--- src/rtl/uc_multiciclo_if.sv ---
// Control-unit <-> datapath bundle for the microc multi-cycle machine.
//
// Ports (master = control unit, slave = datapath / environment):
//   run, step        : sequencing requests. run is a level: 1 = free-run,
//                      0 = stop once the current instruction has finished.
//                      step is a one-cycle pulse and is only honoured while
//                      the control unit is idle. There is no valid/ready
//                      pair; an instruction starts on the first cycle the
//                      unit is idle and sees run|step high.
//   Opcode, zero     : instruction opcode and registered zero flag, sampled
//                      during the single execute cycle.
//   ir_we, pc_we     : instruction-register and PC load enables.
//   s_inc, s_inm     : PC mux (1 = PC+1) and write-data mux (1 = immediate).
//   we, wez          : register-file and zero-flag write enables.
//   ALUOp            : ALU operation select.
//   halted, illegal  : status; illegal is sticky until reset.
//   retired          : retired-instruction counter (wraps).
//   dbg_state        : FSM state for observation: 0 IDLE, 1 FETCH, 2 EXEC, 3 HALT.
interface uc_multiciclo_if #(
    parameter int CNT_W = 16
);
    logic             run;
    logic             step;
    logic [5:0]       Opcode;
    logic             zero;
    logic             ir_we;
    logic             pc_we;
    logic             s_inc;
    logic             s_inm;
    logic             we;
    logic             wez;
    logic [2:0]       ALUOp;
    logic             halted;
    logic             illegal;
    logic [CNT_W-1:0] retired;
    logic [1:0]       dbg_state;

    modport master (
        input  run, step, Opcode, zero,
        output ir_we, pc_we, s_inc, s_inm, we, wez, ALUOp,
        output halted, illegal, retired, dbg_state
    );

    modport slave (
        output run, step, Opcode, zero,
        input  ir_we, pc_we, s_inc, s_inm, we, wez, ALUOp,
        input  halted, illegal, retired, dbg_state
    );
endinterface

--- src/rtl/uc_multiciclo.sv ---
// Multi-cycle control unit for the microc datapath.
//
// Sequences IDLE -> FETCH (IMEM_LAT cycles) -> EXEC (1 cycle) and decodes
// the opcode plus zero flag into datapath controls during EXEC. Outside EXEC
// every write enable is low except ir_we on the last FETCH cycle.
//
// Ports:
//   clk    : system clock, rising-edge.
//   reset  : asynchronous, active-high.
//   bus    : uc_multiciclo_if.master (run/step/Opcode/zero in; controls,
//            status, retired counter and dbg_state out).
module uc_multiciclo #(
    parameter int IMEM_LAT = 1,
    parameter int CNT_W    = 16
) (
    input  logic             clk,
    input  logic             reset,
    uc_multiciclo_if.master  bus
);

    localparam int WAIT_W = (IMEM_LAT > 1) ? $clog2(IMEM_LAT) : 1;
    // FETCH counts down from IMEM_LAT-1 to 0, so it spans IMEM_LAT cycles.
    localparam logic [WAIT_W-1:0] WAIT_INIT = WAIT_W'(IMEM_LAT - 1);

    typedef enum logic [1:0] {
        S_IDLE  = 2'd0,
        S_FETCH = 2'd1,
        S_EXEC  = 2'd2,
        S_HALT  = 2'd3
    } state_t;

    state_t             state_q, state_d;
    logic [WAIT_W-1:0]  wait_q, wait_d;
    logic [CNT_W-1:0]   retired_q;
    logic               illegal_q;

    logic               ir_we, pc_we, s_inc, s_inm, we, wez;
    logic [2:0]         alu_op;
    logic               retire;
    logic               illegal_hit;
    logic               is_halt;

    always_ff @(posedge clk or posedge reset) begin
        if (reset) begin
            state_q   <= S_IDLE;
            wait_q    <= '0;
            retired_q <= '0;
            illegal_q <= 1'b0;
        end else begin
            state_q <= state_d;
            wait_q  <= wait_d;
            if (retire) begin
                retired_q <= retired_q + 1'b1;
            end
            if (illegal_hit) begin
                illegal_q <= 1'b1;
            end
        end
    end

    always_comb begin
        state_d     = state_q;
        wait_d      = wait_q;
        ir_we       = 1'b0;
        pc_we       = 1'b0;
        s_inc       = 1'b1;
        s_inm       = 1'b0;
        we          = 1'b0;
        wez         = 1'b0;
        alu_op      = 3'b000;
        retire      = 1'b0;
        illegal_hit = 1'b0;
        is_halt     = 1'b0;

        case (state_q)
            S_IDLE: begin
                if (bus.run || bus.step) begin
                    state_d = S_FETCH;
                    wait_d  = WAIT_INIT;
                end
            end

            S_FETCH: begin
                if (wait_q != '0) begin
                    wait_d = wait_q - 1'b1;
                end else begin
                    // Memory data is ready on the last FETCH cycle.
                    ir_we   = 1'b1;
                    state_d = S_EXEC;
                end
            end

            S_EXEC: begin
                pc_we  = 1'b1;
                retire = 1'b1;
                case (bus.Opcode) inside
                    6'b000000: begin
                        // NOP: PC+1 only.
                    end
                    6'b000001: begin
                        pc_we   = 1'b0;
                        is_halt = 1'b1;
                    end
                    6'b000010: s_inc = 1'b0;
                    6'b000100: s_inc = ~bus.zero;
                    6'b000101: s_inc = bus.zero;
                    6'b0100??: begin
                        s_inm = 1'b1;
                        we    = 1'b1;
                    end
                    6'b1?????: begin
                        we     = 1'b1;
                        wez    = 1'b1;
                        alu_op = bus.Opcode[4:2];
                    end
                    default: begin
                        // Undefined opcodes advance the PC like a NOP.
                        illegal_hit = 1'b1;
                    end
                endcase

                if (is_halt) begin
                    state_d = S_HALT;
                end else if (bus.run) begin
                    state_d = S_FETCH;
                    wait_d  = WAIT_INIT;
                end else begin
                    state_d = S_IDLE;
                end
            end

            S_HALT: begin
                // Only reset leaves HALT.
            end

            default: state_d = S_IDLE;
        endcase
    end

    assign bus.ir_we     = ir_we;
    assign bus.pc_we     = pc_we;
    assign bus.s_inc     = s_inc;
    assign bus.s_inm     = s_inm;
    assign bus.we        = we;
    assign bus.wez       = wez;
    assign bus.ALUOp     = alu_op;
    assign bus.halted    = (state_q == S_HALT);
    assign bus.illegal   = illegal_q;
    assign bus.retired   = retired_q;
    assign bus.dbg_state = state_q;

endmodule

--- src/flat_wrapper.sv ---
// flat-port wrapper written by rule: the top's interface ports become plain ports
module uc_multiciclo_flat 
#(
    parameter int IMEM_LAT = 1,
    parameter int CNT_W    = 16
)
  (clk, reset, bus_run, bus_step, bus_Opcode, bus_zero, bus_ir_we, bus_pc_we, bus_s_inc, bus_s_inm, bus_we, bus_wez, bus_ALUOp, bus_halted, bus_illegal, bus_retired, bus_dbg_state);
  uc_multiciclo_if #(.CNT_W(CNT_W)) bus_i ();
  input  logic clk;
  input  logic reset;
  input wire logic [$bits(bus_i.run)-1:0] bus_run;
  input wire logic [$bits(bus_i.step)-1:0] bus_step;
  input wire logic [$bits(bus_i.Opcode)-1:0] bus_Opcode;
  input wire logic [$bits(bus_i.zero)-1:0] bus_zero;
  output wire logic [$bits(bus_i.ir_we)-1:0] bus_ir_we;
  output wire logic [$bits(bus_i.pc_we)-1:0] bus_pc_we;
  output wire logic [$bits(bus_i.s_inc)-1:0] bus_s_inc;
  output wire logic [$bits(bus_i.s_inm)-1:0] bus_s_inm;
  output wire logic [$bits(bus_i.we)-1:0] bus_we;
  output wire logic [$bits(bus_i.wez)-1:0] bus_wez;
  output wire logic [$bits(bus_i.ALUOp)-1:0] bus_ALUOp;
  output wire logic [$bits(bus_i.halted)-1:0] bus_halted;
  output wire logic [$bits(bus_i.illegal)-1:0] bus_illegal;
  output wire logic [$bits(bus_i.retired)-1:0] bus_retired;
  output wire logic [$bits(bus_i.dbg_state)-1:0] bus_dbg_state;
  assign bus_i.run = bus_run;
  assign bus_i.step = bus_step;
  assign bus_i.Opcode = bus_Opcode;
  assign bus_i.zero = bus_zero;
  assign bus_ir_we = bus_i.ir_we;
  assign bus_pc_we = bus_i.pc_we;
  assign bus_s_inc = bus_i.s_inc;
  assign bus_s_inm = bus_i.s_inm;
  assign bus_we = bus_i.we;
  assign bus_wez = bus_i.wez;
  assign bus_ALUOp = bus_i.ALUOp;
  assign bus_halted = bus_i.halted;
  assign bus_illegal = bus_i.illegal;
  assign bus_retired = bus_i.retired;
  assign bus_dbg_state = bus_i.dbg_state;
  uc_multiciclo #(.IMEM_LAT(IMEM_LAT), .CNT_W(CNT_W)) u_core (.clk(clk), .reset(reset), .bus(bus_i));
endmodule
--- config.mk ---
export PLATFORM = sky130hd
export DESIGN_NAME = uc_multiciclo_flat
export DESIGN_NICKNAME = d
export VERILOG_FILES = /design/src/rtl/uc_multiciclo_if.sv /design/src/rtl/uc_multiciclo.sv /design/src/flat_wrapper.sv
export SDC_FILE = /design/constraint.sdc
export NUM_CORES = 1
export LEC_CHECK = 0
export CORE_ASPECT_RATIO = 1.25
export CORE_MARGIN = 5
export CORE_UTILIZATION = 30
export DETAILED_ROUTE_END_ITERATION = 8
export MAX_ROUTING_LAYER = met4
export PLACE_DENSITY = 0.6
export SETUP_SLACK_MARGIN = 0.15
export SLEW_MARGIN = 15
export SYNTH_ARGS = -nofsm -noshare
export SYNTH_HDL_FRONTEND = slang
export SYNTH_SLANG_ARGS = --single-unit
--- constraint.sdc ---
create_clock -name clk -period 1.4 [get_ports clk]
set_input_delay 0.35 -clock clk [delete_from_list [all_inputs] [get_ports clk]]
set_output_delay 0.35 -clock clk [all_outputs]
set_load 0.02 [all_outputs]
# Yosys cells after proc, flatten, opt, wreduce, memory -nomap -nowiden
# Index checks and enable logic that the tools add are counted.
# W data, S select, Z words.
[word_totals]
out_inout_bits = 29
register_bits = 20
[op_classes]
muxes = 63
eq_ne = 12
addsub = 2
n_reduce_logical = 6
bitwise_logic = 1
[op_table]
columns = ["op", "count"]
rows = [
  ["$mux W1", 50],
  ["$mux W3", 8],
  ["$add A16 B1 Y16 const B", 1],
  ["$eq A6 B3 Y1 const B", 2],
  ["$eq A6 B1 Y1 const B", 1],
  ["$eq A6 B2 Y1 const B", 1],
  ["$logic_not A6 Y1", 1],
  ["$mux W2", 3],
  ["$ne A2 B2 Y1 const B", 3],
  ["$pmux W2 S3", 1],
  ["$eq A2 B2 Y1 const B", 2],
  ["$eq A4 B3 Y1 const B", 1],
  ["$reduce_and A4 Y1", 1],
  ["$pmux W1 S3", 1],
  ["$reduce_and A3 Y1", 1],
  ["$reduce_bool A3 Y1", 1],
  ["$eq A2 B1 Y1 const B", 1],
  ["$logic_not A2 Y1", 1],
  ["$ne A2 B1 Y1 const B", 1],
  ["$logic_or A1 B1 Y1", 1],
  ["$not A1 Y1", 1],
  ["$sub A1 B1 Y1 const B", 1],
]

# Depth between registers and ports, before layout
[logic_depth]
ltp_word = 8
mapped_depth = 7
depth_no_buf = 6

# Least setup slack after synthesis
# OpenSTA, ideal clock, no wires.
[synth_timing]
path_kind = "register -> output"
from = "register u_core.state_q[0] (netlist: u_core.bus.dbg_state[0])"
to = "output bus_we"
required_time_ns = 1.050
arrival_ns = 1.465
path_stages_with_launch = 6
n_path_buf = 2
setup_slack_ns = -0.415
cell_sequence = "dfrtp_1 > inv_1 > ha_1 > buf_4 > clkbuf_1 > nor2b_1"
[synth_between]
elab_chain_cells = 2
[synth_lines]
columns = ["item", "line_no", "source"]
rows = [
  ["start: declaration", "uc_multiciclo.sv:32", "state_t state_q, state_d;"],
  ["start signal: assignment", "uc_multiciclo.sv:50", "state_q <= state_d;"],
  ["$eq A2 B2 Y1", "uc_multiciclo.sv:75", "case (state_q)"],
  ["$mux W1", "uc_multiciclo.sv:75", ""],
  ["end: declaration", "flat_wrapper.sv:19", "output wire logic [$bits(bus_i.we)-1:0] bus_we;"],
]
# No other way between the ends.

# Final worst setup path
[layout_timing]
from = "register u_core.state_q[0] (netlist: u_core.bus.dbg_state[0])"
to = "output bus_ir_we"
[layout_between]
elab_chain_cells = 2
[layout_lines]
columns = ["item", "line_no", "source"]
rows = [
  ["$eq A2 B1 Y1", "uc_multiciclo.sv:75", ""],
  ["$mux W1", "uc_multiciclo.sv:75", ""],
  ["end: declaration", "flat_wrapper.sv:15", "output wire logic [$bits(bus_i.ir_we)-1:0] bus_ir_we;"],
]
# No other way between the ends.

==> impl_metrics.ini <==
[clock_network]
h-tree-depth = 1
cts_tree = built
root_buffer = clkbuf_8
postCtsHoldBufs = 0
cts.sinks = 19
path_clk_slew_ns = 0.07
clkLatencyLatePin_ns = 0.26
cts_buffers = 3
clockBufferDepth = 2

[critical_path]
path_max_fanout = 4
critPathLaunchType = flip-flop
end_kind = primary output
path_class = flip-flop to primary output
cp.arrival_ns = 1.30
crit_required_ns = 1.05

[grt]
grt_max_degree = 20
grt_first_pass_wirelength_um = 5280
overflow = 0
antenna_found_initial = 0
first_global_vias = 1175
grtUsageTotal_pct = 13.7

[final_layout]
drive_above_1_share_pct = 60.1
area_growth_syn_to_layout_pct = 84.9
final_area_mm2 = 0.00193
antennaDiodeCount = 0
fin_util_pct = 56.4
layout.nets = 205

[pwr]
power.leakage_nw = 0.975
total_power_w = 0.00279
irDropWorstVdd_uv = 859
power_density_mw_per_mm2 = 1440

[route]
ant_nets = 0
first_pass_iters = 4
routed_wl_um = 3210
post-route-drc-count = 0
wl_met1_um = 1310
highest_layer = met4
wl_met3_um = 150
wl_met2_um = 1710
post_drt_wl_per_cell_um = 14.1
via_per_inst = 4.69
routed-via-count = 1064
drtIter0Drc = 21

[logic_synthesis]
syn_area_per_cell_um2 = 10.1
postSynth.asyncResetShare_pct = 100
synthTopCellsByArea = dfrtp_1 (46%), xnor2_1 (10%), ha_1 (6.0%)
ys_types = 30
ys_ff_latch = 19
synth_largest_area_cell = dfrtp_1
synth_nets = 119
syn_area_mm2 = 0.00104
ys_warn_count = 0
synthCells = 103
yosysSeqAreaShare_pct = 45.5
synth_most_common_cell = dfrtp_1
synth_edf_count = 0
synth_largest_type_area_fraction_pct = 45.5
ys.flop_type = dfrtp_1
yosys-top-cells-count = dfrtp_1 (19), xnor2_1 (12), nand2_1 (9)

[timing]
max_slew_margin_pct = 82.0
setup_slack_ns = -0.254
clock-skew-final_ns = 0.00410
fin_crit_sh_pct = 118
finalSetupViolCount = 27
worst_pin_slew_ns = 0.268
drv_slew = 0
rsz0062_at_grt = true
hold_violations = 0
fin_crit_ns = 1.65
fmax_ghz = 0.605

[place]
port_buffers = 39
place_worst_setup_slack_ns = -0.866
gp_congestion = 0.781
dp_hpwl_um = 2310
dpl-instance-area_mm2 = 0.00178

[worst_hold_path]
hold_path_class = input pin to async pin

[die]
die_area_mm2 = 0.00477
rows = 24
die_y_um = 76.0
start_util_pct = 30.5
core_area_mm2 = 0.00342
pin_count = 40
die_x_um = 62.8

[outcome]
violations = negative setup slack
status = complete, but fails checks

[run]
drv_cap = 0
where the power goes:
group          internal (W)  switching [W]  leakage, nW
clock network      0.000198       0.000181       0.0255
registers          0.000666      0.0000697        0.248
logic              0.000878       0.000798        0.701
state kept, by name, indices dropped and copies added, names as in the netlist:
name,flops
u_core.bus.illegal,1
u_core.bus.retired,16
u_core.bus.dbg_state,2
layout make-up:
| class | instances | area [um2] |
|---|---|---|
| inverters | 7 | 26.3 |
| clock buffers | 3 | 41.3 |
| multi-input cells | 75 | 682 |
| clock inverters | 1 | 5.00 |
| well taps | 39 | 48.8 |
| fillers | 302 | 1490 |
| repair buffers | 83 | 651 |
| flip-flops and latches | 19 | 478 |
placed cells by master (no fill, tap or decap), types with 2 or more instances in the layout:
cell / instances
xnor2_2: 2
nand4_1: 5
buf_2: 17
ha_4: 3
inv_1: 5
ha_1: 2
nor2_4: 3
buf_4: 40
and3_2: 3
dfrtp_1: 17
nand3_1: 3
dfrtp_2: 2
nand2_1: 8
xor2_1: 4
nand2b_1: 3
nor2_2: 2
clkdlybuf4s50_1: 3
clkbuf_2: 2
buf_6: 16
inv_2: 2
nor2b_4: 2
nand3_2: 4
clkbuf_8: 3
dlygate4sd2_1: 4
xnor2_1: 10
nor2_1: 3
layer usage:
layer | track usage (%) | vias up
met4 | 3.61 | 0
li1 | - | 520
met2 | 24.2 | 36
met3 | 2.80 | 4
met5 | - | -
met1 | 15.6 | 504
stage by stage:
stage / TNS, ns / instances / hold slack [ns]
2_1_floorplan: -0.921 / 103 / 0.301
3_3_place_gp: -7.95 / 212 / 0.450
3_5_place_dp: -8.44 / 212 / 0.456
4_1_cts: -3.88 / 224 / 0.427
5_1_grt: -6.21 / 227 / 0.463
6_report: -4.19 / 227 / 0.423
final timing paths:
path | slack, ns | from | depth (start not counted) | end
hold reg to reg | 0.46 | u_core.bus.illegal$_DFFE_PP0P_ | 1 | u_core.bus.illegal$_DFFE_PP0P_
setup reg to reg | -0.24 | u_core.bus.dbg_state[1]$_DFFE_PP0P_ | 8 | u_core.bus.dbg_state[1]$_DFFE_PP0P_
max in group asynchronous | 0.76 | reset | 3 | u_core.bus.dbg_state[1]$_DFFE_PP0P_
setup / recovery | -0.25 | u_core.bus.dbg_state[0]$_DFFE_PP0P_ | 5 | bus_ir_we
min in group clk | 0.46 | u_core.bus.illegal$_DFFE_PP0P_ | 1 | u_core.bus.illegal$_DFFE_PP0P_
hold / removal | 0.42 | reset | 3 | u_core.bus.retired[8]$_DFFE_PP0P_
kinds of logic after synthesis:
| group | count (synthesis) | share of synthesized area (%) |
|---|---|---|
| and+or+nand+nor | 44 | 24.2 |
| DFF | 19 | 45.5 |
| xor gates and xnor gates | 16 | 13.4 |
| buffers and inverters | 9 | 3.59 |
| AOI/OAI and AO/OA | 8 | 5.27 |
| adders and majority gates | 5 | 5.99 |
| muxes | 2 | 2.04 |
critical path, stage by stage, from the launching register on:
cell	delay, ns
dfrtp_2	0.41
buf_4	0.13
buf_6	0.10
buf_6	0.12
ha_4	0.15
buf_6	0.12
timing repair:
item	CTS	global route
pin swaps	15	11
endpoints found under the setup margin	45	32
buffers inserted	8	3
gates resized for setup	161	16
Power figures use the tool's default switching activity.
